$ cat src/rtl/calc_stage_pipe.sv
// Elastic multi-stage register for the iteration engine's complex state (zr, zi) plus tag.
// Optional stall statistics counter enabled by defining CALC_PIPE_STALL_STATS_EN.
module calc_stage_pipe #(
  parameter int ENGINE_DATA_WIDTH = 25,
  parameter int TAG_WIDTH         = 16,
  parameter int DEPTH             = 2,
  localparam int OCC_W            = (DEPTH < 1) ? 1 : $clog2(DEPTH + 1)
) (
  input  logic                                clk,
  input  logic                                reset,
  input  logic                                en,
  input  logic                                flush,
  input  logic                                in_valid,
  output logic                                in_ready,
  input  logic signed [ENGINE_DATA_WIDTH-1:0] zr_next,
  input  logic signed [ENGINE_DATA_WIDTH-1:0] zi_next,
  input  logic        [TAG_WIDTH-1:0]         tag_in,
  output logic                                out_valid,
  input  logic                                out_ready,
  output logic signed [ENGINE_DATA_WIDTH-1:0] zr,
  output logic signed [ENGINE_DATA_WIDTH-1:0] zi,
  output logic        [TAG_WIDTH-1:0]         tag_out,
  output logic        [OCC_W-1:0]             occupancy,
  output logic        [31:0]                  stall_count
);

  if (DEPTH < 1) begin : g_bad_depth
    $error("calc_stage_pipe: DEPTH must be >= 1");
  end

  logic        [DEPTH-1:0]             vld_p;
  logic        [DEPTH-1:0]             rdy;
  logic        [DEPTH-1:0]             src_v;
  logic        [DEPTH-1:0]             ld;
  logic signed [ENGINE_DATA_WIDTH-1:0] zr_p   [DEPTH];
  logic signed [ENGINE_DATA_WIDTH-1:0] zi_p   [DEPTH];
  logic        [TAG_WIDTH-1:0]         tag_p  [DEPTH];
  logic signed [ENGINE_DATA_WIDTH-1:0] src_zr [DEPTH];
  logic signed [ENGINE_DATA_WIDTH-1:0] src_zi [DEPTH];
  logic        [TAG_WIDTH-1:0]         src_tag[DEPTH];
  logic                                accept;

  // A stage is ready if it is empty or anything downstream of it can move.
  always_comb begin : p_rdy
    logic r;
    rdy = '0;
    r   = ~vld_p[DEPTH-1] | out_ready;
    rdy[DEPTH-1] = r;
    for (int k = DEPTH - 2; k >= 0; k--) begin
      r      = ~vld_p[k] | r;
      rdy[k] = r;
    end
  end

  assign in_ready = reset & en & ~flush & rdy[0];
  assign accept   = in_valid & in_ready;

  always_comb begin
    src_v      = '0;
    src_v[0]   = accept;
    src_zr[0]  = zr_next;
    src_zi[0]  = zi_next;
    src_tag[0] = tag_in;
    for (int k = 1; k < DEPTH; k++) begin
      src_v[k]   = vld_p[k-1];
      src_zr[k]  = zr_p[k-1];
      src_zi[k]  = zi_p[k-1];
      src_tag[k] = tag_p[k-1];
    end
  end

  // Data moves only on a real valid transfer so bubbles never disturb the registers.
  always_comb begin
    ld = '0;
    for (int k = 0; k < DEPTH; k++) begin
      ld[k] = en & ~flush & rdy[k] & src_v[k];
    end
  end

  // Stage boundary: valid bits.
  always_ff @(posedge clk or negedge reset) begin
    if (!reset) begin
      vld_p <= '0;
    end else if (flush) begin
      vld_p <= '0;
    end else if (en) begin
      for (int k = 0; k < DEPTH; k++) begin
        if (rdy[k]) vld_p[k] <= src_v[k];
      end
    end
  end

  // Stage boundary: payload registers.
  always_ff @(posedge clk or negedge reset) begin
    if (!reset) begin
      for (int k = 0; k < DEPTH; k++) begin
        zr_p[k]  <= '0;
        zi_p[k]  <= '0;
        tag_p[k] <= '0;
      end
    end else begin
      for (int k = 0; k < DEPTH; k++) begin
        if (ld[k]) begin
          zr_p[k]  <= src_zr[k];
          zi_p[k]  <= src_zi[k];
          tag_p[k] <= src_tag[k];
        end
      end
    end
  end

  assign out_valid = vld_p[DEPTH-1];
  assign zr        = zr_p[DEPTH-1];
  assign zi        = zi_p[DEPTH-1];
  assign tag_out   = tag_p[DEPTH-1];

  always_comb begin
    occupancy = '0;
    for (int k = 0; k < DEPTH; k++) begin
      occupancy = occupancy + OCC_W'(vld_p[k]);
    end
  end

`ifdef CALC_PIPE_STALL_STATS_EN
  logic [31:0] stall_cnt_q;

  function automatic logic [31:0] sat_inc32(input logic [31:0] v);
    return (v == 32'hFFFF_FFFF) ? v : v + 32'd1;
  endfunction

  // Counts cycles where valid output is held back by downstream while the pipe is live.
  always_ff @(posedge clk or negedge reset) begin
    if (!reset) begin
      stall_cnt_q <= '0;
    end else if (out_valid & ~out_ready & en & ~flush) begin
      stall_cnt_q <= sat_inc32(stall_cnt_q);
    end
  end

  assign stall_count = stall_cnt_q;
`else
  assign stall_count = '0;
`endif

endmodule

$ cat config.mk
export PLATFORM = sky130hd
export DESIGN_NAME = calc_stage_pipe
export DESIGN_NICKNAME = d
export VERILOG_FILES = /design/src/rtl/calc_stage_pipe.sv
export SDC_FILE = /design/constraint.sdc
export NUM_CORES = 1
export LEC_CHECK = 0
export BUFFER_PORTS_ARGS = -buffer_cell sky130_fd_sc_hd__buf_2
export CAP_MARGIN = 20
export CORE_UTILIZATION = 50
export DETAILED_ROUTE_END_ITERATION = 8
export GPL_ROUTABILITY_DRIVEN = 0
export PLACE_DENSITY_LB_ADDON = 0.25
export REMOVE_ABC_BUFFERS = 1
export SLEW_MARGIN = 20
export SYNTH_ARGS = -nofsm -noshare
export SYNTH_HDL_FRONTEND = slang
export SYNTH_SLANG_ARGS = --single-unit
$ cat constraint.sdc
create_clock -name clk -period 2.7 [get_ports clk]
set_clock_uncertainty 0.2 [all_clocks]
set_input_delay 0.54 -clock clk [delete_from_list [all_inputs] [get_ports clk]]
set_output_delay 0.54 -clock clk [all_outputs]
set_load 0.02 [all_outputs]
After elaboration in Yosys (flattened, before gate mapping) --
Cells that the tools add are included.
Word-level totals: bits in registers 134, input bits 72, output and inout bits 102
Cells by class: add/sub/neg operators 1, multiplexer cells 4, bitwise logic cells 14, reductions and logical operators 5
Operator list (number):
- $and A1 B1 Y1 | 9
- $reduce_bool A2 Y1 | 3
- $mux W2 | 2
- $reduce_and A2 Y1 | 2
- $not A1 Y1 | 3
- $add A1 B1 Y2 | 1
- $mux W1 | 2
- $or A1 B1 Y1 | 2

Depth between registers and ports, before layout --
word-level depth 8, depth in mapped cells 5, gate-level depth less buffers 3

Worst setup path after synthesis --
No wires, ideal clock.
path kind reg-to-reg, from register vld_p[1], to register tag_p (netlist bit src_tag[0]), arrival time 1695 ps, setup slack 678 ps, stages on the path, launching flop included 6, path buffers 2, path through dfrtp_1 -> nor2b_2 -> a2111oi_4 -> buf_6 -> buf_6 -> mux2_1
On the way: cells in the longest elaborated chain, start to end 6
RTL lines:
- start, declared | RTL line 31 | logic [DEPTH-1:0] vld_p;
- start signal, assigned by index | RTL line 88 | if (rdy[k]) vld_p[k] <= src_v[k];
- $not A1 Y1 (*) | RTL line 47 | r = ~vld_p[DEPTH-1] | out_ready;
- $or A1 B1 Y1 (*) | RTL line 47
- $or A1 B1 Y1 (*) | RTL line 50 | r = ~vld_p[k] | r;
- $and A1 B1 Y1 | RTL line 55 | assign in_ready = reset & en & ~flush & rdy[0];
- $and A1 B1 Y1 | RTL line 56 | assign accept = in_valid & in_ready;
- $and A1 B1 Y1 (*) | RTL line 76 | ld[k] = en & ~flush & rdy[k] & src_v[k];
- end signal, assigned by index | RTL line 106 | tag_p[k] <= src_tag[k];
- end, declared | RTL line 37 | logic [TAG_WIDTH-1:0] tag_p [DEPTH];
Every way passes the cells marked *; elsewhere a longest branch is shown, timed or not. A chain may end at the register's enable or synchronous reset.

Worst setup path in the final report --
from register vld_p[1], to output port in_ready
On the way: cells in the longest elaborated chain, start to end 4
RTL lines:
- $not A1 Y1 | RTL line 47
- $or A1 B1 Y1 | RTL line 47
- $or A1 B1 Y1 | RTL line 50
- $and A1 B1 Y1 | RTL line 55
- end, declared | RTL line 14 | output logic in_ready,
No other way between the ends.

==> flow_metrics.env <==
export IMPL_status="finished, final reports clean"
export IMPL_clk_latency_ns=0.49
export IMPL_slew_headroom_pct=41.15
export IMPL_grt_antenna_before_repair=0
export IMPL_cts_inserted_buffers=17
export IMPL_overflow=0
export IMPL_grt_pass1_vias=3010
export IMPL_power_share_clock_pct=36.2
export IMPL_viasPerCell=4.762
export IMPL_sw_frac_of_total_pct=27.86
export IMPL_wl_per_cell_microns=14.88
export IMPL_internal_power_mw=4.528
export IMPL_fin_nets=551
export IMPL_cp_start_kind="flop"
export IMPL_cts_tree="done"
export IMPL_p_total_mw=6.277
export IMPL_std_cell_rows=37
export IMPL_fin_crit_sh_pct=83.86
export IMPL_synthDistinctLibCells=17
export IMPL_core_sq_um=10320
export IMPL_critPathCaptureType="output pin"
export IMPL_yosysSeqAreaShare_pct=63.25
export IMPL_worst_slew_pin_slew_ns=0.8828
export IMPL_fill_cells=787
export IMPL_hp_class="input pin to asynchronous set/reset pin"
export IMPL_clock_sinks=134
export IMPL_multi_input_area_sq_um=1708
export IMPL_rsz0062_at_grt="no"
export IMPL_drt_iter0_markers=171
export IMPL_detailed_place_hpwl_mm=6.058
export IMPL_start_util_pct=51.35
export IMPL_fp_dieW_microns=105.0
export IMPL_ant_nets=0
export IMPL_grt_total_usage_pct=18.24
export IMPL_remaining_drc_errors=0
export IMPL_ys_seq_elements=134
export IMPL_setup_violations=0
export IMPL_syn_area_sq_um=5301
export IMPL_ys_warn_count=0
export IMPL_die_h_microns=105.0
export IMPL_post_cts_buffers=0
export IMPL_cts_max_level=4
export IMPL_max_freq_ghz=0.4416
export IMPL_avgSynthCellArea_sq_um=16.16
export IMPL_cts_resized=0
export IMPL_drive_gt1_share_pct=55.40
export IMPL_hold_violations=0
export IMPL_vias=2986
export IMPL_vdd_drop_max_uv=495.1
export IMPL_n_antenna_cell=0
export IMPL_syn_inst=328
export IMPL_slew_violations=0
export IMPL_grt_pass1_wl_mm=15.45
export IMPL_pwr_share_seq_pct=43.5
export IMPL_worst_path_max_fanout=4
export IMPL_required_ns=1.96
export IMPL_pwr_share_comb_pct=20.3
export IMPL_drt_pass1_iter_count=4
export IMPL_grt_start_max_net_pins=73
export IMPL_power_density_nw_per_um2=949.6
export IMPL_cellLeakagePower_nw=3.332
export IMPL_clockBufferDepth=2
export IMPL_utilization_pct=64.03
export IMPL_r2r_cells=4
export IMPL_ff_latch_area_sq_um=3353
export IMPL_path_class="flop to output pin"
export IMPL_boundaryPins=174
export IMPL_routed_wl_mm=9.331
export IMPL_cts_root_buf="clkbuf_8"
export IMPL_areaGrowthSynthToFinish_pct=24.69
export IMPL_cap_violations=0
export IMPL_power_switching_mw=1.749
export IMPL_ctsHoldBuffers=0
export IMPL_worstPathArrival_ns=1.52
export IMPL_clk_pin_slew_ns=0.06
export IMPL_die_area_sq_um=11020
export IMPL_fin_crit_ns=2.264
export IMPL_io_buffers=141
[final timing paths]
| path | start | to | slack [ns] |
|---|---|---|---|
| min in group clk | zi_next[16] | src_zi[16] | 0.06 |
| hold / removal | reset | zi[10] | 0.03 |
| hold reg to reg | src_tag[13] | src_tag[13] | 0.28 |
| max in group asynchronous | reset | src_zr[5] | 1.66 |
| setup reg to reg | vld_p[1] | src_zr[15] | 0.57 |
| setup / recovery | vld_p[1] | in_ready | 0.44 |
[power groups by stage]
| stage | Clock [mW] | Sequential (mW) | Combinational [mW] |
|---|---|---|---|
| 2_1_floorplan | 0 | 3.08 | 0.470 |
| 3_3_place_gp | 0 | 2.74 | 1.26 |
| 3_5_place_dp | 0 | 2.77 | 1.29 |
| 4_1_cts | 2.33 | 2.74 | 1.30 |
| 5_1_grt | 2.42 | 2.80 | 1.37 |
| 6_report | 2.27 | 2.73 | 1.27 |
[state kept, by name, indices dropped and copies added (netlist names)]
| name | count |
|---|---|
| zr | 25 |
| src_tag | 16 |
| tag_out | 16 |
| zi | 25 |
| vld_p | 2 |
| src_zr | 25 |
| src_zi | 25 |
[area by class of cell]
| class | instances | area share, % |
|---|---|---|
| inverter | 2 | 0.1136 |
| clock inverter | 12 | 2.290 |
| multi-input combinational | 177 | 25.84 |
| tap | 136 | 2.574 |
| sequential | 134 | 50.73 |
| timing repair buffer | 146 | 11.72 |
| clock buffer | 20 | 6.739 |
[Yosys cell counts (all sizes together)]
master   count  area (sq um)
a2111oi      1         27.53
nand3        1         5.000
o21ai        1         5.000
mux2       132          1486
nor3         1         5.000
conb         1         3.750
dfrtp      134          3353
a211oi       1         7.510
a21oi        2         10.01
nor2b        1         8.760
nand2        4         15.01
buf         46         354.1
inv          2         7.510
ha           1         12.51
[metal layers]
layer / routed length, microns / GRT usage, % / vias to the layer above / part of all wire, %
li1: - / - / 1375 / -
met1: 4194 / 25.44 / 1483 / 45
met2: 4338 / 26.40 / 119 / 46
met3: 716 / 6.737 / 9 / 7.7
met4: 83 / 6.137 / 0 / 0.89
met5: 0 / 0 / - / 0
[critical path, cell delays in order, from the launching register on]
cell and delay (ns):
dfrtp_1 0.40, nor2b_2 0.20, a211oi_1 0.23, buf_2 0.20
[cell families after synthesis]
logic type	share of synthesized area, %
other cells	0.07074
compound gates	0.9441
fa+ha+maj	0.2360
buf+inv	6.821
simple gates	0.6370
flops	63.25
mux	28.04
[layout by cell type, fill, tap and decap left out]
master / netlist / routed
a211oi_1: 1 / 1
clkinvlp_4: 0 / 2
nand2_1: 4 / 4
inv_6: 0 / 1
buf_4: 37 / 3
buf_2: 4 / 140
clkbuf_1: 0 / 1
dfrtp_1: 134 / 134
inv_1: 2 / 2
a2111oi_4: 1 / 1
clkinv_4: 0 / 2
a21oi_1: 2 / 2
clkbuf_16: 0 / 16
o21ai_0: 1 / 1
clkbuf_8: 0 / 3
ha_1: 1 / 1
nor2b_2: 1 / 1
conb_1: 1 / 32
buf_6: 5 / 1
bufinv_16: 0 / 3
buf_12: 0 / 2
nand3_1: 1 / 1
mux2_1: 40 / 40
clkinv_2: 0 / 4
mux2_2: 92 / 92
nor3_2: 0 / 1
[per-stage QoR]
stage                     hold WS (ns)  setup slack [ns]  cells  setup TNS [ns]  cell area [sq um]
final                          0.03217            0.4357    627               0               6610
after global routing           0.04345            0.3656    627               0               6610
after CTS                      0.03986            0.4129    627               0               6610
after detailed placement        0.2684            0.4089    595               0               6013
after global placement          0.2609            0.4518    595               0               6013
after floorplan                0.04441            -3.432    313         -299.46               5064
(Power assumes the default switching activity.)
